==> src/rtl/de_pair_serializer.sv <==
// ============================================================================
// Module   : de_pair_serializer
// Purpose  : DE-side consumer of the RE->DE pipeline register. Buffers 8-bit
//            D/Q pairs in a small FIFO and emits them as a byte stream
//            (D first, then Q) on a valid/ready interface. Stalls upstream
//            when the FIFO is full so no pair is lost to back-pressure.
// Revision : 1.0 - initial release
// ----------------------------------------------------------------------------
// Ports:
//   i_clk        in   1  clock, rising edge
//   i_rst_n      in   1  asynchronous active-low reset
//   i_valid      in   1  incoming pair valid
//   i_D_value    in   8  D value of incoming pair
//   i_Q_value    in   8  Q value of incoming pair
//   o_stall      out  1  hold request to upstream register (FIFO full)
//   o_data       out  8  serialized byte
//   o_valid      out  1  o_data valid
//   o_is_q       out  1  0 = o_data is D, 1 = o_data is Q
//   i_ready      in   1  downstream accepts when o_valid && i_ready
//   o_overflow   out  1  sticky: a pair arrived while stalled
//   o_pair_count out 16  pairs popped, wraps (only with DE_PAIR_COUNT_EN)
// Configuration macro:
//   DE_PAIR_COUNT_EN - adds the o_pair_count output and its counter.
// ============================================================================
`default_nettype none

module de_pair_serializer #(
  parameter int DEPTH = 4
) (
  input  logic        i_clk,
  input  logic        i_rst_n,
  input  logic        i_valid,
  input  logic [7:0]  i_D_value,
  input  logic [7:0]  i_Q_value,
  output logic        o_stall,
  output logic [7:0]  o_data,
  output logic        o_valid,
  output logic        o_is_q,
  input  logic        i_ready,
  output logic        o_overflow
`ifdef DE_PAIR_COUNT_EN
  ,
  output logic [15:0] o_pair_count
`endif
);

  localparam int PTR_W = $clog2(DEPTH);
  localparam int CNT_W = PTR_W + 1;

  typedef enum logic [1:0] {
    S_IDLE   = 2'd0,
    S_SEND_D = 2'd1,
    S_SEND_Q = 2'd2
  } state_e;

  state_e             state_q;
  logic [CNT_W-1:0]   count_q, count_d;
  logic [PTR_W-1:0]   wr_ptr_q, rd_ptr_q;
  logic [7:0]         d_mem_q [DEPTH];
  logic [7:0]         q_mem_q [DEPTH];
  logic               overflow_q;
  logic               push, pop;

  // Stall depends only on the registered count, so a pop in the same cycle
  // cannot release it until the following cycle.
  assign o_stall    = (count_q == CNT_W'(DEPTH));
  assign push       = i_valid && !o_stall;
  assign pop        = (state_q == S_SEND_Q) && i_ready;
  assign o_overflow = overflow_q;

  always_comb begin
    count_d = count_q;
    case ({push, pop})
      2'b10:   count_d = count_q + CNT_W'(1);
      2'b01:   count_d = count_q - CNT_W'(1);
      default: count_d = count_q;
    endcase
  end

  // Storage needs no reset: pointers and count define what is valid.
  always_ff @(posedge i_clk) begin
    if (push) begin
      d_mem_q[wr_ptr_q] <= i_D_value;
      q_mem_q[wr_ptr_q] <= i_Q_value;
    end
  end

  always_ff @(posedge i_clk or negedge i_rst_n) begin
    if (!i_rst_n) begin
      count_q    <= '0;
      wr_ptr_q   <= '0;
      rd_ptr_q   <= '0;
      overflow_q <= 1'b0;
    end else begin
      count_q <= count_d;
      // DEPTH is a power of two, so natural pointer overflow is the wrap.
      if (push) wr_ptr_q <= wr_ptr_q + PTR_W'(1);
      if (pop)  rd_ptr_q <= rd_ptr_q + PTR_W'(1);
      if (i_valid && o_stall) overflow_q <= 1'b1;
    end
  end

  always_ff @(posedge i_clk or negedge i_rst_n) begin
    if (!i_rst_n) begin
      state_q <= S_IDLE;
    end else begin
      case (state_q)
        S_IDLE:   if (count_q != '0) state_q <= S_SEND_D;
        S_SEND_D: if (i_ready) state_q <= S_SEND_Q;
        S_SEND_Q: begin
          // A same-cycle push keeps the stream going without an IDLE bubble.
          if (i_ready) state_q <= (count_q > CNT_W'(1) || push) ? S_SEND_D : S_IDLE;
        end
        default:  state_q <= S_IDLE;
      endcase
    end
  end

  // Outputs decode only registered state and storage; i_ready never reaches
  // them combinationally, so they hold steady while waiting for a handshake.
  always_comb begin
    o_valid = 1'b0;
    o_is_q  = 1'b0;
    o_data  = 8'h00;
    case (state_q)
      S_SEND_D: begin
        o_valid = 1'b1;
        o_data  = d_mem_q[rd_ptr_q];
      end
      S_SEND_Q: begin
        o_valid = 1'b1;
        o_is_q  = 1'b1;
        o_data  = q_mem_q[rd_ptr_q];
      end
      default: ;
    endcase
  end

`ifdef DE_PAIR_COUNT_EN
  logic [15:0] pair_count_q;

  always_ff @(posedge i_clk or negedge i_rst_n) begin
    if (!i_rst_n)  pair_count_q <= 16'h0000;
    else if (pop)  pair_count_q <= pair_count_q + 16'd1;
  end

  assign o_pair_count = pair_count_q;
`endif

endmodule

`default_nettype wire

==> config.mk <==
export PLATFORM = sky130hd
export DESIGN_NAME = de_pair_serializer
export DESIGN_NICKNAME = d
export VERILOG_FILES = /design/src/rtl/de_pair_serializer.sv
export SDC_FILE = /design/constraint.sdc
export NUM_CORES = 1
export LEC_CHECK = 0
export ABC_AREA = 1
export CAP_MARGIN = 20
export CORE_ASPECT_RATIO = 1.75
export CORE_MARGIN = 2
export CORE_UTILIZATION = 51
export DETAILED_ROUTE_END_ITERATION = 6
export GPL_ROUTABILITY_DRIVEN = 0
export PLACE_DENSITY_LB_ADDON = 0.25
export SYNTH_ARGS = -nofsm -noshare
export SYNTH_HDL_FRONTEND = slang
export SYNTH_SLANG_ARGS = --single-unit
==> constraint.sdc <==
create_clock -name i_clk -period 1.9 [get_ports i_clk]
set_input_delay 0.475 -clock i_clk [delete_from_list [all_inputs] [get_ports i_clk]]
set_output_delay 0.475 -clock i_clk [all_outputs]
set_load 0.02 [all_outputs]
==> results.toml, run 1 <==
[clock_network]
htree_levels = 3
clkLatencyLatePin_ns = 0.33
cts.sinks = 74
path_clk_slew_ns = 0.05
clk_path_buf_depth = 2
cts_tree = "done"
cts_root_buf = "clkbuf_16"
holdBufCountCts = 0
cts_buffers = 9

[detailed_routing]
top_layer = "met4"
drtIter0Drc = 110
wl_met3_um = 240
wire_per_inst_um = 13.2
post_drt_via_cell_ratio = 4.75
ant_nets = 0
wl_met2_mm = 3.55
met1_length_mm = 2.64
drc_errors = 0
drt_first_pass_iters = 4
routed_wl_mm = 6.65
num_vias = 2395

[layout]
nFillCells = 520
layout.nets = 451
drive_above_1_share_pct = 16.4
antenna_cells = 0
area_growth_pct = 25.5
design_area_um2 = 4390

[critical_path]
cp_common_cell = "nand2_1"
crit_path_max_incr_delay_ns = 0.45
crit_fanout = 11
critPathLaunchType = "flop"
rrSetupSlack_ns = 0.19
r2r-start = "state_q[0]"
cp.required_ns = 1.42
critPathCaptureType = "output pin"
r2r-end = "count_q[2]"
critPathKind = "reg2out"
cp_slowest_cell = "dfrtp_2"
path_cells = "buf_4 > nand2_1 > nand3_1 > nand2_1 > nand2_1 > a21oi_1 > buf_4"
rr_worst_depth = 11
cp.arrival_ns = 1.56

[floorplan]
row_count = 39
die_area_um2 = 7560
die_h_um = 114
design.core.area_um2 = 6590
ios = 32
start_util_pct = 53.0
die_w_um = 66.6

[power]
pwr-share-clk_pct = 21.3
power_frac_seq_pct = 34.2
p_switching_w = 0.00245
ir_drop_v = 0.000951
cellPowerDensity_nw_per_um2 = 1550
power.static_leakage_nw = 2.04
internal-power_w = 0.00433
finalPower_w = 0.00678
p_sw_share_pct = 36.1
combPwrFrac_pct = 44.5

[synthesis]
yosysSeqAreaShare_pct = 62.2
synth_edf_count = 64
synth_nets = 390
yosys_register_bits = 74
ys_warn_count = 0
synth_commonest_cells = "106 x nand2_1, 80 x inv_1, 64 x edfxtp_1, 32 x nand3_1, 16 x nor2_1"
synthFlopType = "edfxtp_1"
avgSynthCellArea_um2 = 9.82
synthTopCellsByArea = "edfxtp_1 55%, nand2_1 11%, inv_1 8.6%, dfrtp_1 7.2%, ha_1 5.0%"
synthArstFlopShare_pct = 13.5
syn_area_um2 = 3490
yosysUniqueCellTypes = 17
synth.most_common_cell = "nand2_1"
synthCells = 356
synth_area_leader_cell = "edfxtp_1"
yosysTopAreaCellShare_pct = 55.0

[timing]
relSlewSlack_pct = 64.0
finalHoldViolCount = 0
fin_crit_sh_pct = 107
timing.hold.ws_ns = 0.454
worstMarginPinSlew_ns = 0.539
max_freq_mhz = 492
fin_ws_ns = -0.131
finalCriticalPeriod_ns = 2.03
rsz0062_at_grt = "yes"
finalClockSkew_ns = 0.00601
timing.final.setup_violations = 8
final-max-slew-violation-count = 0

[placed_design]
port_buffers = 31
dp_hpwl_mm = 4.73
post_dp_cell_area_um2 = 4100

[global_routing]
grt_pass1_wl_mm = 11.2
overflow = 0
grt_max_degree = 34
track_usage_pct = 20.2
grt_pass1_vias = 2449
antenna_found_initial = 0

[status]
status = "finished with violations"
violations = "negative setup slack"

[worst_hold_path]
worstHoldStart = "o_overflow"
hold-path-endpoint = "o_overflow"
hold_depth = 1
hold_path_class = "reg2reg"

[job]
drv_cap = 0
==> final cells by class <==
class                   count  area [µm²]  share of cell area [%]
clock buffers              15         248                    5.65
flip-flops and latches     74        2170                    49.5
clock inverters             1        5.00                   0.114
multi-input cells         188         958                    21.8
well taps                  82         103                    2.34
repair buffers             62         587                    13.4
inverters                  82         313                    7.13
==> sequential cells by signal, summed over array words and instances, names as in the netlist <==
name	flops
wr_ptr_q	2
count_q	3
state_q	2
d_mem_q	32
q_mem_q	32
o_overflow	1
rd_ptr_q	2
==> stage by stage <==
stage / setup slack, ns / instances / utilization, % / TNS, ns
after floorplan: -0.114 / 356 / - / -7.28
after global routing: -0.223 / 504 / 66.6 / -1.67
after detailed placement: -0.272 / 486 / 62.3 / -4.86
final: -0.131 / 504 / 66.6 / -0.870
after global placement: -0.237 / 486 / 62.3 / -4.17
after CTS: -0.156 / 503 / 66.5 / -1.01
==> cells in the final DEF (no fill, tap or decap) <==
master / n
clkdlybuf4s50_1: 20
clkinv_2: 1
inv_6: 1
buf_2: 3
buf_12: 6
o21ai_1: 2
nand2_1: 103
a21o_1: 1
ha_1: 11
a21oi_1: 5
ha_2: 2
nor2_1: 16
clkbuf_1: 6
clkbuf_16: 9
nand2_2: 3
inv_2: 4
buf_6: 1
dfrtp_2: 1
nand3_1: 32
buf_4: 32
inv_1: 77
a21oi_2: 5
xnor2_1: 2
xor2_1: 3
edfxtp_1: 64
ha_4: 1
o21ai_0: 2
dfrtp_1: 9
==> what timing repair did <==
| item | 4_1_cts | 5_1_grt |
|---|---|---|
| resized for setup | 64 | 6 |
| pin swaps | 0 | 0 |
| hold endpoints to repair | 0 | 0 |
| gates cloned | 0 | 0 |
| setup endpoints to repair | 11 | 11 |
| buffers inserted | 1 | 1 |
==> how the worst max path moves through the flow <==
stage | startpoint | endpoint | slack [ns] | cells past startpoint
global placement | rd_ptr_q[0] | o_data[2] | -0.24 | 7
CTS | rd_ptr_q[0] | o_data[3] | -0.16 | 7
finish | rd_ptr_q[0] | o_data[0] | -0.13 | 7
floorplan | count_q[0] | d_mem_q[0][0] | -0.11 | 5
detailed placement | rd_ptr_q[0] | o_data[0] | -0.27 | 7
global route | rd_ptr_q[0] | o_data[6] | -0.22 | 7
==> cell families after synthesis <==
group | share of synthesized area [%]
flops | 62.2
buf+inv | 11.7
fa+ha+maj | 5.01
xor+xnor | 1.25
simple gates | 17.7
compound gates | 2.22
==> power by group through the flow <==
stage / combinational, W / clock, W / sequential [W]
final: 0.00302 / 0.00144 / 0.00232
after global routing: 0.00338 / 0.00154 / 0.00235
after CTS: 0.00303 / 0.00148 / 0.00232
after detailed placement: 0.00296 / 0 / 0.00234
after global placement: 0.00290 / 0 / 0.00233
after floorplan: 0.00181 / 0 / 0.00233
==> worst max-delay path, delay by kind of cell (launching register included) <==
kind,cells,cell delay [ns]
compound gates,1,0.16
simple gates,4,0.27
flops,1,0.45
buf+inv,2,0.35
==> layer usage <==
layer,vias to the layer above,global-route usage (%)
li1,1223,-
met1,1108,22.4
met2,45,34.5
met3,19,5.33
met4,0,10.9
met5,-,0
No activity file was read; power rests on OpenSTA's default activity.
==> run 2, diff against run 1 <==
- CTS_CLUSTER_SIZE: default -> 10
- RECOVER_POWER: default -> 100
==> results.toml, run 2 (synthesized netlist as in run 1, its figures left out) <==
[detailed_routing]
routed_wl_mm = 6.61
drc_errors = 0
num_vias = 2379
post_drt_via_cell_ratio = 4.72
wire_per_inst_um = 13.1
drt_first_pass_iters = 4
drtIter0Drc = 108
ant_nets = 0

[power]
ir_drop_v = 0.000908
pwr-share-clk_pct = 21.5
p_switching_w = 0.00244
power.static_leakage_nw = 2.02
combPwrFrac_pct = 43.9
power_frac_seq_pct = 34.6
internal-power_w = 0.00427
p_sw_share_pct = 36.4
cellPowerDensity_nw_per_um2 = 1540

[placed_design]
dp_hpwl_mm = 4.73
place_inst = 486
port_buffers = 31

[layout]
layout_commonest_cell = "nand2_1"
nFillCells = 526
reg_top3 = "d_mem_q (32), q_mem_q (32), count_q (3)"
layout_common_cells = "103 x nand2_1, 77 x inv_1, 64 x edfxtp_1"
area_growth_pct = 24.5
final_cells = 504
layout.nets = 451
antenna_cells = 0
drive_above_1_share_pct = 14.9

[status]
violations = "negative setup slack"
status = "finished with violations"

[floorplan]
die_h_um = 114
start_util_pct = 53.0
ios = 32
row_count = 39
die_w_um = 66.6
die_area_um2 = 7560
design.core.area_um2 = 6590

[critical_path]
startpoint = "rd_ptr_q[0]"
cp.arrival_ns = 1.56
critPathKind = "reg2out"
cp.required_ns = 1.42
crit_fanout = 11
critPathCaptureType = "output pin"
critPathLaunchType = "flop"
r2r-start = "state_q[0]"
rrSetupSlack_ns = 0.09

[timing]
setup_tns_ns = -0.912
max_freq_mhz = 492
finalClockSkew_ns = 0.00575
fin_crit_sh_pct = 107
final-max-slew-violation-count = 0
timing.final.setup_violations = 9
finalHoldViolCount = 0
relSlewSlack_pct = 63.8
fin_ws_ns = -0.133
finalCriticalPeriod_ns = 2.03
worstMarginPinSlew_ns = 0.542
rsz0062_at_grt = "yes"

[global_routing]
grt_pass1_wl_mm = 11.2
grt_max_degree = 34
overflow = 0
track_usage_pct = 20.2
antenna_found_initial = 0
grt_pass1_vias = 2449

[job]
drv_cap = 0

[clock_network]
cts_tree = "done"
path_clk_slew_ns = 0.05
clk_path_buf_depth = 2
htree_levels = 3
cts_buffers = 9
cts_root_buf = "clkbuf_16"
cts.sinks = 74
clkLatencyLatePin_ns = 0.33

[worst_hold_path]
worstHoldStart = "o_overflow"
hold_path_class = "reg2reg"
-- run 2: cell type report --
cell class,instances,area [µm²],share of cell area [%]
tap,82,103,2.36
clock buffer,15,248,5.69
inverter,82,313,7.19
multi-input combinational,188,956,22.0
sequential,74,2170,50.0
timing repair buffer,62,553,12.7
clock inverter,1,5.00,0.115
-- run 2: stage by stage --
stage               setup slack [ns]  power (W)  cell area, µm²  hold slack (ns)  util (%)
floorplan                     -0.114    0.00415            3490            0.179         -
CTS                           -0.156    0.00683            4380            0.463      66.5
detailed placement            -0.272    0.00530            4100            0.452      62.3
global route                  -0.223    0.00720            4350            0.478      66.0
global placement              -0.237    0.00523            4100            0.439      62.3
finish                        -0.133    0.00671            4350            0.453      66.0
-- run 2: timing repair --
item                                    CTS  global route
endpoints found under the setup margin   11            11
hold buffers                              0             0
cloned                                    0             0
resized for setup                        64             6
setup buffers                             1             1
-- run 2: layer usage --
layer | up-vias | GRT usage (%) | wire [µm]
met4 | 0 | 10.9 | 227
li1 | 1222 | - | -
met1 | 1088 | 22.4 | 2550
met3 | 18 | 5.33 | 289
met2 | 51 | 34.5 | 3540
met5 | - | 0 | 0
-- run 2: worst paths after layout --
kind,end,cells past startpoint
worst max-delay path,o_data[0],7
worst min-delay path,o_overflow,1
worst max register to register,count_q[2],10
worst min register to register,o_overflow,1
max in group asynchronous,rd_ptr_q[0],1
min in group asynchronous,rd_ptr_q[1],1
-- run 2: power groups by stage --
stage                     registers (W)  clock network [W]  logic, W
after global routing            0.00235            0.00154   0.00331
after CTS                       0.00232            0.00148   0.00303
final                           0.00232            0.00144   0.00295
after detailed placement        0.00234                  0   0.00296
after floorplan                 0.00233                  0   0.00181
after global placement          0.00233                  0   0.00290
-- run 2: worst max-delay path, cell delays in order, from the launching register on --
cell and delay [ns]:
dfrtp_2 0.46, buf_4 0.19, nand2_1 0.07, nand3_1 0.08, nand2_1 0.07, nand2_1 0.05
a21oi_1 0.16, buf_4 0.16
==> run 3, diff against run 2 <==
- CORE_UTILIZATION: 51 -> 61
- clock period: 1.9 -> 2.5 ns (I/O delays scaled with it)
==> results.toml, run 3 (synthesized netlist as in run 1, its figures left out) <==
[placed_design]
dp_hpwl_mm = 4.35
port_buffers = 31
dp_worst_setup_slack_ns = 0.0486

[clock_network]
ctsResizeCount = 15
clk_path_buf_depth = 2
path_clk_slew_ns = 0.07
cts.sinks = 74
cts_tree = "done"
clkLatencyLatePin_ns = 0.35
cts_buffers = 9
post_cts_buffers = 0
holdBufCountCts = 0
cts_root_buf = "clkbuf_8"
htree_levels = 3

[floorplan]
ios = 32
die_h_um = 104
die_w_um = 61.2
row_count = 36
die_area_um2 = 6370
design.core.area_um2 = 5540
start_util_pct = 63.1

[status]
status = "completed"

[critical_path]
critPathCaptureType = "output pin"
critPathLaunchType = "flop"
cp.required_ns = 1.88
crit_fanout = 4
critPathKind = "reg2out"
cp.arrival_ns = 1.82

[layout]
drive_above_1_share_pct = 8.75
layout.nets = 429
layout_common_cells = "106 x nand2_1, 80 x inv_1, 64 x edfxtp_1"
reg_top3 = "d_mem_q (32), q_mem_q (32), count_q (3)"
area_growth_pct = 15.8
layout_commonest_cell = "nand2_1"
antenna_cells = 0

[global_routing]
grt_max_degree = 34
overflow = 0
grt_pass1_wl_mm = 10.9
antenna_found_initial = 0
track_usage_pct = 23.7
grt_pass1_vias = 2405

[detailed_routing]
drc_errors = 0
drt_first_pass_iters = 4
post_drt_via_cell_ratio = 4.92
ant_nets = 0
drtIter0Drc = 93
routed_wl_mm = 6.69
wire_per_inst_um = 14.1
num_vias = 2344

[timing]
relSlewSlack_pct = 65.1
fin_ws_ns = 0.0595
finalClockSkew_ns = 0.00726
timing.final.setup_violations = 0
worstMarginPinSlew_ns = 0.523
rsz0062_at_grt = "no"
setup_tns_ns = 0
finalHoldViolCount = 0
finalCriticalPeriod_ns = 2.44
fin_crit_sh_pct = 97.6
final-max-slew-violation-count = 0
max_freq_mhz = 410

[power]
ir_drop_v = 0.000757
cellPowerDensity_nw_per_um2 = 1140
finalPower_w = 0.00463
power.static_leakage_nw = 1.87

[worst_hold_path]
hold_path_class = "reg2reg"

[job]
drv_cap = 0
==> run 3: changes by cell type in the layout (fill, tap and decap cells not counted), moves of 5 or more <==
cell,previous run,this run
buf_4,24,3
clkbuf_16,9,0
clkbuf_8,0,9
clkbuf_1,11,4
clkbuf_2,2,9
buf_12,5,0
==> run 3: final timing paths <==
| path | start | end | slack [ns] | cells after the start |
|---|---|---|---|---|
| hold reg to reg | o_overflow | o_overflow | 0.49 | 1 |
| hold / removal | o_overflow | o_overflow | 0.49 | 1 |
| setup reg to reg | state_q[0] | count_q[2] | 0.38 | 10 |
| min in group asynchronous | i_rst_n | count_q[2] | 0.68 | 1 |
| setup / recovery | state_q[1] | o_valid | 0.06 | 3 |
| max in group asynchronous | i_rst_n | state_q[0] | 1.46 | 1 |
==> run 3: area by class of cell <==
type                       instances  area, µm²
clock buffer                       9        124
clock inverter                     7       92.6
fill                             433       1490
inverter                          82        310
multi-input combinational        188        927
sequential                        74       2170
tap                               76       95.1
timing repair buffer              40        324
==> run 3: layer usage <==
metal  up-vias  share of wire, %  track usage (%)
li1       1178                 -                -
met1      1092                39             26.4
met2        57                54             39.7
met3        17               4.2             5.10
met4         0               3.2             13.4
met5         -                 0                0
==> run 3: power by group <==
part,leakage [nW],switching [W],internal [W]
combinational,1.07,0.00125,0.000607
clock,0.105,0.000434,0.000560
sequential,0.700,0.000128,0.00166
total,1.87,0.00181,0.00282
==> run 3: worst max-delay path, cell delays in order (launching register included) <==
cell,delay (ns)
dfrtp_1,0.40
inv_1,0.11
ha_1,0.31
clkdlybuf4s50_1,0.65
==> run 3: stage by stage <==
| stage | utilization (%) | area (µm²) | hold WS, ns | std cells |
|---|---|---|---|---|
| CTS | 74.2 | 4110 | 0.493 | 476 |
| global placement | 70.3 | 3890 | 0.438 | 460 |
| finish | 73.0 | 4050 | 0.491 | 476 |
| global route | 73.0 | 4050 | 0.498 | 476 |
| detailed placement | 70.3 | 3890 | 0.471 | 460 |
| floorplan | - | 3490 | 0.329 | 356 |
